`src/rtl/alu_iter_shifter.sv`:
```
// alu_iter_shifter: multi-cycle shift/rotate unit, one bit per clock.
// Supports SHL/SHR/SAR/ROL/ROR/RCL/RCR on a full-width or byte-wide operand
// and produces x86-style flags under a start/busy/done handshake.
module alu_iter_shifter #(
    parameter int WIDTH      = 16,
    parameter int COUNT_BITS = 8,
    parameter int MASK_COUNT = 1
) (
    input  logic                  clk,
    input  logic                  reset_n,
    input  logic                  start,
    input  logic [2:0]            op,
    input  logic                  narrow,
    input  logic [WIDTH-1:0]      a,
    input  logic [COUNT_BITS-1:0] count,
    input  logic [15:0]           flags_in,
    output logic                  busy,
    output logic                  done,
    output logic [WIDTH-1:0]      out,
    output logic [15:0]           flags_out
);

    localparam logic [2:0] OP_SHL = 3'd0;
    localparam logic [2:0] OP_SHR = 3'd1;
    localparam logic [2:0] OP_SAR = 3'd2;
    localparam logic [2:0] OP_ROL = 3'd3;
    localparam logic [2:0] OP_ROR = 3'd4;
    localparam logic [2:0] OP_RCL = 3'd5;
    localparam logic [2:0] OP_RCR = 3'd6;
    localparam logic [2:0] OP_RSV = 3'd7;

    localparam logic [COUNT_BITS-1:0] ONE = COUNT_BITS'(1);

    typedef enum logic [1:0] {
        IDLE  = 2'd0,
        SHIFT = 2'd1,
        DONE  = 2'd2
    } state_t;

    state_t state, next_state;

    logic [WIDTH-1:0]      work;
    logic [2:0]            op_q;
    logic                  narrow_q;
    logic [15:0]           flags_q;
    logic                  carry_q;
    logic [COUNT_BITS-1:0] remaining;

    logic [COUNT_BITS-1:0] eff_count;
    logic                  passthru;
    logic                  accept;

    logic [WIDTH-1:0]      step_val;
    logic                  step_cf;
    logic                  step_of;
    logic [15:0]           step_flags;
    logic                  msb_old;
    logic                  msb_new;
    logic                  msb2_new;
    logic                  in_bit;
    logic                  is_left;
    logic                  is_shift;
    logic                  zero_res;

    // Effective count (optionally masked to 5 bits) and the zero-work shortcut
    always_comb begin
        eff_count = count;
        if (MASK_COUNT != 0) begin
            eff_count = COUNT_BITS'(count[4:0]);
        end
        passthru = (eff_count == '0) || (op == OP_RSV);
        accept   = start && (state != SHIFT);
    end

    // One 1-bit step of the latched operation plus the flags it would produce
    always_comb begin
        step_val   = work;
        step_cf    = carry_q;
        step_of    = 1'b0;
        in_bit     = 1'b0;
        msb_old    = narrow_q ? work[7] : work[WIDTH-1];
        is_left    = (op_q == OP_SHL) || (op_q == OP_ROL) || (op_q == OP_RCL);
        is_shift   = (op_q == OP_SHL) || (op_q == OP_SHR) || (op_q == OP_SAR);
        if (is_left) begin
            if (op_q == OP_ROL) in_bit = msb_old;
            if (op_q == OP_RCL) in_bit = carry_q;
            step_cf = msb_old;
            if (narrow_q) step_val[7:0] = {work[6:0], in_bit};
            else          step_val      = {work[WIDTH-2:0], in_bit};
        end else begin
            if (op_q == OP_SAR) in_bit = msb_old;
            if (op_q == OP_ROR) in_bit = work[0];
            if (op_q == OP_RCR) in_bit = carry_q;
            step_cf = work[0];
            if (narrow_q) step_val[7:0] = {in_bit, work[7:1]};
            else          step_val      = {in_bit, work[WIDTH-1:1]};
        end
        msb_new  = narrow_q ? step_val[7] : step_val[WIDTH-1];
        msb2_new = narrow_q ? step_val[6] : step_val[WIDTH-2];
        zero_res = narrow_q ? (step_val[7:0] == 8'h00) : (step_val == '0);
        case (op_q)
            OP_SHL, OP_ROL, OP_RCL: step_of = msb_new ^ step_cf;
            OP_SHR:                 step_of = msb_old;
            OP_ROR, OP_RCR:         step_of = msb_new ^ msb2_new;
            default:                step_of = 1'b0;
        endcase
        step_flags     = flags_q;
        step_flags[0]  = step_cf;
        step_flags[11] = step_of;
        if (is_shift) begin
            step_flags[2] = ~^step_val[7:0];
            step_flags[4] = 1'b0;
            step_flags[6] = zero_res;
            step_flags[7] = msb_new;
        end
    end

    // State register
    always_ff @(posedge clk) begin
        if (!reset_n) state <= IDLE;
        else          state <= next_state;
    end

    // Next-state logic and handshake outputs
    always_comb begin
        next_state = state;
        busy       = 1'b0;
        done       = 1'b0;
        case (state)
            IDLE, DONE: begin
                done       = (state == DONE);
                next_state = IDLE;
                if (start) next_state = passthru ? DONE : SHIFT;
            end
            SHIFT: begin
                busy = 1'b1;
                if (remaining == ONE) next_state = DONE;
            end
            default: next_state = IDLE;
        endcase
    end

    // Operand latch, stepping datapath and registered results
    always_ff @(posedge clk) begin
        if (!reset_n) begin
            work      <= '0;
            op_q      <= '0;
            narrow_q  <= 1'b0;
            flags_q   <= '0;
            carry_q   <= 1'b0;
            remaining <= '0;
            out       <= '0;
            flags_out <= '0;
        end else if (accept) begin
            work      <= a;
            op_q      <= op;
            narrow_q  <= narrow;
            flags_q   <= flags_in;
            carry_q   <= flags_in[0];
            remaining <= eff_count;
            if (passthru) begin
                out       <= a;
                flags_out <= flags_in;
            end
        end else if (state == SHIFT) begin
            work      <= step_val;
            carry_q   <= step_cf;
            remaining <= remaining - ONE;
            if (remaining == ONE) begin
                out       <= step_val;
                flags_out <= step_flags;
            end
        end
    end

endmodule

```
`config.mk`:
```
export PLATFORM = sky130hd
export DESIGN_NAME = alu_iter_shifter
export DESIGN_NICKNAME = d
export VERILOG_FILES = /design/src/rtl/alu_iter_shifter.sv
export SDC_FILE = /design/constraint.sdc
export NUM_CORES = 1
export LEC_CHECK = 0
export BUFFER_PORTS_ARGS = -buffer_cell sky130_fd_sc_hd__buf_2
export CORE_MARGIN = 2
export CORE_UTILIZATION = 45
export DETAILED_ROUTE_END_ITERATION = 6
export GPL_TIMING_DRIVEN = 0
export PLACE_DENSITY_LB_ADDON = 0.2
export SLEW_MARGIN = 20
export SYNTH_ARGS = -nofsm -noshare
export SYNTH_HDL_FRONTEND = slang
export SYNTH_SLANG_ARGS = --single-unit
```
`constraint.sdc`:
```
create_clock -name clk -period 2.52 [get_ports clk]
set_clock_uncertainty 0.15 [all_clocks]
set_input_delay 0.504 -clock clk [delete_from_list [all_inputs] [get_ports clk]]
set_output_delay 0.504 -clock clk [all_outputs]
set_load 0.005 [all_outputs]
```
=== Word-level counts from Yosys, hierarchy flattened ===
Index checks and enable logic that the tools add are counted.
W data, S select, Z words.

* Output and inout port bits: 34
* Register bits: 79

* Bitwise operators: 3
* Reductions and logical operators: 19
* Muxes and demuxes: 38
* Add/sub/neg operators: 1
* Equal/unequal tests: 13

{| class="wikitable"
|+ Operators with widths
! cell !! number
|-
| $mux W16 || 11
|-
| $mux W8 || 3
|-
| $logic_not A16 Y1 || 1
|-
| $logic_not A8 Y1 || 2
|-
| $mux W1 || 16
|-
| $eq A3 B3 Y1 const B || 4
|-
| $mux W5 || 2
|-
| $eq A8 B1 Y1 const B || 1
|-
| $mux W2 || 4
|-
| $reduce_xnor A8 Y1 || 1
|-
| $sub A8 B1 Y8 const B || 1
|-
| $eq A3 B2 Y1 const B || 2
|-
| $reduce_or A2 Y1 || 3
|-
| $logic_or A1 B1 Y1 || 5
|-
| $ne A2 B2 Y1 const B || 2
|-
| $pmux W2 S2 || 1
|-
| $reduce_bool A2 Y1 || 2
|-
| $eq A3 B1 Y1 const B || 1
|-
| $logic_not A3 Y1 || 1
|-
| $pmux W1 S3 || 1
|-
| $reduce_and A3 Y1 || 1
|-
| $reduce_or A3 Y1 || 1
|-
| $eq A2 B1 Y1 const B || 1
|-
| $eq A2 B2 Y1 const B || 1
|-
| other kinds (5) || 6
|}

=== Longest topological paths before layout ===
Gate-level depths: netlist (run 1).

* Word-level depth: 12
* Gate-level depth with buffers: 13

=== Worst setup path before layout (run 1) ===
OpenSTA, ideal clock, no wires.

* Path type: flip-flop to flip-flop
* From: reg op_q[0]
* To: reg flags_out[2]
* Slack: 0.027 ns
* Data required time: 2.299 ns
* Setup time: 0.071 ns
* Stages on the path, launching flop included: 14
* Clock period less this slack: 2.493 ns
* Arrival time: 2.273 ns
* Cells stage by stage: dfxtp_1 -> buf_6 -> clkbuf_1 -> inv_1 -> a21boi_1 -> o22ai_1 -> a21oi_1 -> inv_1 -> ha_1 -> xor2_1 -> xnor2_1 -> o211ai_1 -> o211ai_1 -> a21oi_1

* Word-level cells in the longest chain between the ends: 11

{| class="wikitable"
|+ RTL lines
! element !! line !! text
|-
| from (decl) || 43 || <nowiki>logic [2:0] op_q;</nowiki>
|-
| from (signal assigned) || 156 || <nowiki>op_q <= op;</nowiki>
|-
| $eq A3 B2 Y1 || 83, 91 ||
|-
| $mux W1 || 91 || <nowiki>if (op_q == OP_SAR) in_bit = msb_old;</nowiki>
|-
| $mux W1 || 92 || <nowiki>if (op_q == OP_ROR) in_bit = work[0];</nowiki>
|-
| $mux W1 || 93 || <nowiki>if (op_q == OP_RCR) in_bit = carry_q;</nowiki>
|-
| $mux W8 || 95 || <nowiki>if (narrow_q) step_val[7:0] = {in_bit, work[7:1]};</nowiki>
|-
| $mux W16 || 84 || <nowiki>if (is_left) begin</nowiki>
|-
| $reduce_xnor A8 Y1 || 111 || <nowiki>step_flags[2] = ~^step_val[7:0];</nowiki>
|-
| $mux W1 * || 110 || <nowiki>if (is_shift) begin</nowiki>
|-
| $mux W16 * || 169 || <nowiki>if (remaining == ONE) begin</nowiki>
|-
| $mux W16 * || 165 || <nowiki>end else if (state == SHIFT) begin</nowiki>
|-
| $mux W16 * || 154 || <nowiki>end else if (accept) begin</nowiki>
|-
| to (signal assigned) || 163 || <nowiki>flags_out <= flags_in;</nowiki>
|-
| to (signal assigned) || 171 || <nowiki>flags_out <= step_flags;</nowiki>
|-
| to (decl) || 20 || <nowiki>output logic [15:0] flags_out</nowiki>
|}

Mark *: on every way between the ends. The rest lies on a longest branch, timed or not. The select of a mux whose other input is x is not followed.
A chain may end at the register's enable or synchronous reset.

=== Final worst setup path (run 1) ===
* From: reg op_q[1]
* To: reg flags_out[2]

Same word-level chain as after synthesis.

==> impl_metrics.prom, run 1 <==
# TYPE chip_impl_metric gauge
chip_impl_metric{name="worst_ir_drop_vdd",unit="µV"} 310
chip_impl_metric{name="p_leak",unit="nW"} 2.05
chip_impl_metric{name="die_span_in_y",unit="µm"} 96.8
chip_impl_info{name="cell_types_occupying_the_most_area_after_synthesis",value="dfxtp_1, mux2i_1, nor2_1"} 1
chip_impl_info{name="tritoncts_clock_tree",value="yes"} 1
chip_impl_info{name="timing.critical_path.from",value="op_q[1]"} 1
chip_impl_metric{name="final_layout_size_suffix_gt1_share",unit="%"} 25.9
chip_impl_metric{name="placement.io_buffers",unit=""} 76
chip_impl_metric{name="report.final.setup_viol",unit=""} 2
chip_impl_metric{name="power.share.switching",unit="%"} 34.1
chip_impl_metric{name="initial_core_util",unit="%"} 46.7
chip_impl_info{name="failed_checks",value="negative setup slack"} 1
chip_impl_metric{name="maxSlewViolCount",unit=""} 0
chip_impl_metric{name="global_route_wire_length_before_repair",unit="mm"} 19.5
chip_impl_metric{name="antenna_found_initial",unit=""} 0
chip_impl_metric{name="final_period_minus_worst_setup_slack",unit="ns"} 2.68
chip_impl_metric{name="timing.final.ws_setup",unit="ns"} -0.156
chip_impl_metric{name="dp_hpwl",unit="mm"} 8.39
chip_impl_metric{name="post_synth.cell_area_avg",unit="µm²"} 8.14
chip_impl_metric{name="power_density",unit="mW/mm²"} 685
chip_impl_metric{name="maxCapViolations",unit=""} 0
chip_impl_metric{name="synth-edff-count",unit=""} 0
chip_impl_metric{name="clock_power_share",unit="%"} 30.2
chip_impl_metric{name="synth.top_cell.area_share",unit="%"} 39.8
chip_impl_info{name="startpoint_type",value="register"} 1
chip_impl_info{name="clock_tree.root_cell",value="clkbuf_8"} 1
chip_impl_metric{name="critPathRequiredTime",unit="ns"} 2.65
chip_impl_info{name="post-synth-top-count-cell",value="dfxtp_1"} 1
chip_impl_info{name="grt_setup_unrepaired",value="yes"} 1
chip_impl_metric{name="post_synth_inst_count",unit=""} 476
chip_impl_metric{name="clock_latency",unit="ns"} 0.36
chip_impl_metric{name="synth.distinct_cells",unit=""} 67
chip_impl_metric{name="pin_count",unit=""} 81
chip_impl_metric{name="routed_wire_length_per_instance",unit="µm"} 17.7
chip_impl_metric{name="final_cell_count_without_fillers",unit=""} 689
chip_impl_metric{name="gpl.final_weighted_congestion",unit=""} 0.893
chip_impl_metric{name="drt-initial-drc-count",unit=""} 277
chip_impl_metric{name="mapped_area",unit="mm²"} 0.00387
chip_impl_metric{name="routed-via-count",unit=""} 3985
chip_impl_metric{name="postRouteAntennaNets",unit=""} 0
chip_impl_info{name="cp_capture_type",value="register"} 1
chip_impl_info{name="reg2reg_from",value="op_q[1]"} 1
chip_impl_info{name="yosys-top-cells-count",value="dfxtp_1, nor2_1, nand2_1, a21oi_1, mux2i_1"} 1
chip_impl_info{name="worst_hold_path_type",value="input port to register"} 1
chip_impl_metric{name="worst_pin_slew",unit="ns"} 0.653
chip_impl_metric{name="combinationalPowerShare",unit="%"} 27.5
chip_impl_metric{name="post-place-ws",unit="ns"} -0.648
chip_impl_metric{name="dpl.cell_count",unit=""} 657
chip_impl_metric{name="worstPathMaxFanout",unit=""} 10
chip_impl_info{name="run_status",value="finished with violations"} 1
chip_impl_metric{name="first_global_vias",unit=""} 3906
chip_impl_metric{name="flow.area_growth_from_synthesis",unit="%"} 25.2
chip_impl_metric{name="grt_usage",unit="%"} 25.7
chip_impl_metric{name="timing.final.hold_violations",unit=""} 0
chip_impl_metric{name="postSynthRegisterBits",unit=""} 77
chip_impl_metric{name="die_area",unit="mm²"} 0.00936
chip_impl_metric{name="floorplan.core_area",unit="mm²"} 0.00830
chip_impl_metric{name="finalNetCount",unit=""} 632
chip_impl_metric{name="cts_made_buffers",unit=""} 9
chip_impl_metric{name="rows",unit=""} 33
chip_impl_metric{name="timing.fmax",unit="MHz"} 374
chip_impl_metric{name="clkSinkCount",unit=""} 77
chip_impl_metric{name="clk_pin_slew_worst_paths",unit="ns"} 0.08
chip_impl_info{name="synth_top_area_cell",value="dfxtp_1"} 1
chip_impl_metric{name="layout_worst_path_cycle_share",unit="%"} 106
chip_impl_metric{name="detail_route.drc_violations",unit=""} 0
chip_impl_metric{name="antennaDiodeCount",unit=""} 0
chip_impl_metric{name="drt_first_pass_iters",unit=""} 7
chip_impl_metric{name="cts_buffer_depth",unit=""} 2
chip_impl_metric{name="finalWirelength",unit="mm"} 12.2
chip_impl_metric{name="dieWidth",unit="µm"} 96.8
chip_impl_metric{name="cellInternalPower",unit="W"} 0.00219
chip_impl_metric{name="route.detailed.vias_per_inst",unit=""} 5.78
chip_impl_metric{name="htree_levels",unit=""} 3
chip_impl_metric{name="slew-limit-headroom",unit="%"} 56.1
chip_impl_metric{name="seqPwrFrac",unit="%"} 42.3
chip_impl_metric{name="worstPathArrival",unit="ns"} 2.81
chip_impl_metric{name="p_switching",unit="W"} 0.00113
chip_impl_info{name="hp-start",value="flags_in[2]"} 1
chip_impl_info{name="type_of_the_worst_setup_path",value="register to register"} 1
chip_impl_metric{name="synth_fp_nets",unit=""} 529
chip_impl_metric{name="synth-async-reset-ratio",unit="%"} 0
chip_impl_metric{name="synth_warnings",unit=""} 0
chip_impl_metric{name="seq_area_frac_synth",unit="%"} 39.8
chip_impl_metric{name="globalRoute.totalOverflow",unit=""} 0
chip_impl_info{name="synth_ff_type",value="dfxtp_1"} 1
chip_impl_metric{name="grt_max_degree",unit=""} 16
cells in the final DEF (no fill, tap or decap), types with 4 or more instances in the layout:
cell type and count:
mux2i_1 27, a221oi_1 4, o21ai_0 25, inv_1 8, a21oi_1 30, dfxtp_1 75, ha_1 6, o21ai_1 19
o21a_1 4, buf_2 82, nor2b_1 5, clkbuf_1 16, nor2_1 68, a211oi_1 16, o211ai_1 6, buf_6 4
buf_4 18, nand2_1 54, clkbuf_8 10, nor4_1 5, nand3_1 21
path summary, 6_finish.rpt:
kind / end / slack [ns] / depth (start not counted)
setup / recovery: flags_out[2] / -0.16 / 12
hold / removal: flags_q[2] / 0.25 / 3
setup reg to reg: flags_out[2] / -0.16 / 12
hold reg to reg: state[1] / 0.30 / 1
state kept, by name, indices dropped and copies added, names as in the netlist:
signal	count
flags_out	16
narrow_q	1
out	16
remaining	8
op_q	3
flags_q	14
work	16
state	2
carry_q	1
timing repair:
| action | 4_1_cts | 5_1_grt |
|---|---|---|
| cloned | 0 | 0 |
| resized for setup | 21 | 13 |
| pin swaps | 12 | 5 |
| buffers inserted | 17 | 1 |
| hold buffers | 0 | 0 |
| setup endpoints to repair | 3 | 15 |
cells by family after synthesis:
kind of cell | Yosys count | share of synthesized area (%)
simple gates | 172 | 19.5
compound gates | 137 | 23.1
flops | 77 | 39.8
buf+inv | 44 | 4.91
mux | 33 | 9.14
xor+xnor | 7 | 1.58
fa+ha+maj | 6 | 1.94
layer usage:
layer  vias to the layer above  GRT usage, %  share of wire (%)
met5                         -             0                  0
li1                       1903             -                  -
met3                        29          6.65                8.9
met2                       200          42.7                 48
met4                         0          8.34                2.3
met1                      1853          32.6                 41
per-stage QoR:
stage	util (%)	area (µm²)	power, W	hold slack [ns]	TNS [ns]
CTS	57.8	4790	0.00326	0.239	-0.119
global route	58.4	4850	0.00348	0.230	-0.342
floorplan	-	3870	0.00196	0.264	0
finish	58.4	4850	0.00332	0.248	-0.186
global placement	52.8	4380	0.00219	0.280	-1.93
detailed placement	52.8	4380	0.00220	0.285	-1.85
power groups by stage:
| stage | combinational [W] | sequential [W] | clock (W) |
|---|---|---|---|
| 6_report | 0.000913 | 0.00140 | 0.00100 |
| 5_1_grt | 0.000995 | 0.00142 | 0.00107 |
| 4_1_cts | 0.000845 | 0.00140 | 0.00101 |
| 3_5_place_dp | 0.000780 | 0.00142 | 0 |
| 3_3_place_gp | 0.000769 | 0.00142 | 0 |
| 2_1_floorplan | 0.000553 | 0.00140 | 0 |
critical path: stages (launching register included):
cell and delay [ns]:
dfxtp_1 0.33, buf_6 0.13, clkbuf_2 0.23, nor2b_1 0.26
and2_4 0.21, o21ai_1 0.07, o211ai_1 0.13, ha_1 0.32
xnor2_2 0.16, xnor2_2 0.15, o211ai_1 0.21, o211ai_1 0.12
a21oi_1 0.14
area by class of cell:
class / instances / area, µm²
Timing Repair Buffer: 93 / 508
Fill cell: 774 / 3450
Inverter: 9 / 33.8
Sequential cell: 77 / 1540
Clock buffer: 9 / 124
Clock inverter: 7 / 82.6
Buffer: 34 / 186
Multi-Input combinational cell: 355 / 2240
Tap cell: 105 / 131
No activity file was read; power rests on OpenSTA's default activity.
==> inputs of run 2 (changes only) <==
--- a/config.mk
+++ b/config.mk
@@ -6,6 +6,7 @@
 export NUM_CORES = 1
 export LEC_CHECK = 0
 export BUFFER_PORTS_ARGS = -buffer_cell sky130_fd_sc_hd__buf_2
+export CORE_ASPECT_RATIO = 1.75
 export CORE_MARGIN = 2
 export CORE_UTILIZATION = 45
 export DETAILED_ROUTE_END_ITERATION = 6
==> impl_metrics.prom, run 2 (synthesized netlist as in run 1, its figures left out) <==
# TYPE chip_impl_metric gauge
chip_impl_metric{name="route.detailed.vias_per_inst",unit=""} 5.65
chip_impl_metric{name="finalNetCount",unit=""} 634
chip_impl_metric{name="drt_first_pass_iters",unit=""} 6
chip_impl_info{name="layer_carrying_the_most_global_route_usage",value="met2"} 1
chip_impl_info{name="timing.critical_path.slowest_stage_cell",value="dfxtp_4"} 1
chip_impl_metric{name="clkSinkCount",unit=""} 77
chip_impl_metric{name="floorplan.core_area",unit="mm²"} 0.00831
chip_impl_metric{name="use_met3",unit="%"} 5.88
chip_impl_metric{name="n_fill_cell",unit=""} 760
chip_impl_metric{name="worst-r2r-setup-slack",unit="ns"} -0.13
chip_impl_metric{name="gpl.final_weighted_congestion",unit=""} 0.950
chip_impl_metric{name="first_global_vias",unit=""} 3946
chip_impl_metric{name="grt_max_degree",unit=""} 15
chip_impl_metric{name="die_span_in_y",unit="µm"} 127
chip_impl_metric{name="post_cts_hold_buffer_count",unit=""} 0
chip_impl_metric{name="grt_usage",unit="%"} 27.8
chip_impl_metric{name="critPathRequiredTime",unit="ns"} 2.58
chip_impl_metric{name="slowest_delay",unit="ns"} 0.34
chip_impl_metric{name="antennaDiodeCount",unit=""} 0
chip_impl_info{name="most_frequent_cells_in_the_layout",value="buf_2, dfxtp_1, nor2_1, nand2_1, a21oi_1"} 1
chip_impl_metric{name="timing.fmax",unit="MHz"} 378
chip_impl_metric{name="detail_route.drc_violations",unit=""} 0
chip_impl_info{name="critPathMostFrequentCell",value="o211ai_1"} 1
chip_impl_metric{name="htree_levels",unit=""} 3
chip_impl_metric{name="power_density",unit="mW/mm²"} 714
chip_impl_info{name="run_status",value="finished with violations"} 1
chip_impl_metric{name="globalRoute.totalOverflow",unit=""} 0
chip_impl_metric{name="slew-limit-headroom",unit="%"} 47.0
chip_impl_info{name="worst_hold_path_type",value="input port to register"} 1
chip_impl_metric{name="dieWidth",unit="µm"} 74.1
chip_impl_metric{name="routed_wire_length_per_instance",unit="µm"} 17.5
chip_impl_metric{name="rows",unit=""} 44
chip_impl_metric{name="timing.final.ws_setup",unit="ns"} -0.129
chip_impl_info{name="tritoncts_clock_tree",value="yes"} 1
chip_impl_metric{name="cp.buffers_inverters",unit=""} 2
chip_impl_metric{name="drt-initial-drc-count",unit=""} 302
chip_impl_metric{name="flow.area_growth_from_synthesis",unit="%"} 27.9
chip_impl_metric{name="cts_buffer_depth",unit=""} 2
chip_impl_info{name="clock_tree.root_cell",value="clkbuf_16"} 1
chip_impl_metric{name="worst_ir_drop_vdd",unit="µV"} 461
chip_impl_info{name="cp_capture_type",value="register"} 1
chip_impl_metric{name="routed-via-count",unit=""} 3964
chip_impl_info{name="startpoint_type",value="register"} 1
chip_impl_metric{name="initial_core_util",unit="%"} 46.6
chip_impl_metric{name="clk_pin_slew_worst_paths",unit="ns"} 0.06
chip_impl_metric{name="postRouteAntennaNets",unit=""} 0
chip_impl_metric{name="global_route_wire_length_before_repair",unit="mm"} 19.7
chip_impl_metric{name="dp_hpwl",unit="mm"} 8.96
chip_impl_metric{name="worstPathArrival",unit="ns"} 2.71
chip_impl_metric{name="die_area",unit="mm²"} 0.00939
chip_impl_metric{name="report.final.setup_viol",unit=""} 1
chip_impl_metric{name="layout_worst_path_cycle_share",unit="%"} 105
chip_impl_metric{name="clock_latency",unit="ns"} 0.34
chip_impl_metric{name="placement.io_buffers",unit=""} 76
chip_impl_metric{name="pin_count",unit=""} 81
chip_impl_metric{name="tns",unit="ns"} -0.129
chip_impl_metric{name="met2_usage",unit="%"} 49.5
chip_impl_metric{name="final_period_minus_worst_setup_slack",unit="ns"} 2.65
chip_impl_info{name="crit_path_cell_trace",value="buf_6, or2_1, a21boi_2, o22ai_1, a21oi_2, inv_1, ha_1, xor2_1, xnor2_1, o211ai_1, o211ai_1, a21oi_1"} 1
chip_impl_info{name="critical-path-top-delay-family",value="compound AO/OA/AOI/OAI gates"} 1
chip_impl_info{name="reg.largest.list",value="flags_out: 16 flops, out: 16 flops, work: 16 flops"} 1
chip_impl_metric{name="cts_made_buffers",unit=""} 9
chip_impl_metric{name="maxCapViolations",unit=""} 0
chip_impl_metric{name="timing.final.hold_violations",unit=""} 0
chip_impl_metric{name="fin_util",unit="%"} 59.6
chip_impl_metric{name="p_leak",unit="nW"} 2.10
chip_impl_metric{name="power.total",unit="W"} 0.00354
chip_impl_info{name="type_of_the_worst_setup_path",value="register to register"} 1
chip_impl_metric{name="post-place-ws",unit="ns"} -0.676
chip_impl_info{name="failed_checks",value="negative setup slack"} 1
chip_impl_metric{name="maxSlewViolCount",unit=""} 0
chip_impl_metric{name="worst_pin_slew",unit="ns"} 0.792
chip_impl_metric{name="final_layout_size_suffix_gt1_share",unit="%"} 26.3
chip_impl_metric{name="finalWirelength",unit="mm"} 12.3
chip_impl_info{name="grt_setup_unrepaired",value="yes"} 1
chip_impl_metric{name="worstPathMaxFanout",unit=""} 5
chip_impl_metric{name="grt_use_met1",unit="%"} 30.0
chip_impl_info{name="final_common_cell",value="buf_2"} 1
chip_impl_metric{name="antenna_found_initial",unit=""} 0
## run 2: cell count changes in the layout (fill, tap and decap cells not counted), sizes merged
cell    change
bufinv      -1
buf         +4
clkbuf      -1
## run 2: repair_timing
| item | in CTS | in global routing |
|---|---|---|
| pin swaps | 12 | 4 |
| setup endpoints to repair | 2 | 17 |
| hold endpoints to repair | 0 | 0 |
| gates resized for setup | 25 | 15 |
| cloned | 0 | 0 |
| setup buffers | 18 | 1 |
## run 2: report_power, final
group | switching (W) | leakage (nW) | internal (W)
sequential | 0.0000924 | 0.632 | 0.00132
clock | 0.000537 | 0.135 | 0.000700
combinational | 0.000505 | 1.33 | 0.000389
total | 0.00113 | 2.10 | 0.00241
## run 2: final timing paths
check | start | to | cells after the start
max | op_q[2] | flags_out[2] | 12
min | op[2] | op_q[2] | 3
max reg2reg | op_q[2] | flags_out[2] | 12
min reg2reg | state[1] | state[1] | 1
## run 2: area by class of cell
type / count / area, µm² / share of cell area [%]
timing repair buffer: 95 / 523 / 10.6
tap: 115 / 144 / 2.90
buffer: 34 / 189 / 3.81
clock buffer: 10 / 239 / 4.82
sequential: 77 / 1550 / 31.2
inverter: 9 / 33.8 / 0.682
multi-input combinational: 355 / 2230 / 45.1
clock inverter: 6 / 46.3 / 0.934
## run 2: layer usage
metal  vias up  wire length (µm)
met2       146              6490
met4         0               548
met1      1866              4720
li1       1910                 -
met3        42               543
met5         -                 0
## run 2: worst reg2reg max path, stage by stage, from the launching register on
cell	delay, ns
dfxtp_4	0.34
buf_6	0.12
or2_1	0.29
a21boi_2	0.22
o22ai_1	0.12
a21oi_2	0.16
inv_1	0.07
ha_1	0.30
xor2_1	0.15
xnor2_1	0.27
o211ai_1	0.12
o211ai_1	0.13
a21oi_1	0.08
## run 2: through the flow
step / instances / cell area [µm²] / hold slack [ns]
floorplan: 476 / 3870 / 0.264
global placement: 667 / 4400 / 0.276
detailed placement: 667 / 4400 / 0.286
CTS: 700 / 4910 / 0.252
global route: 701 / 4950 / 0.264
finish: 701 / 4950 / 0.253
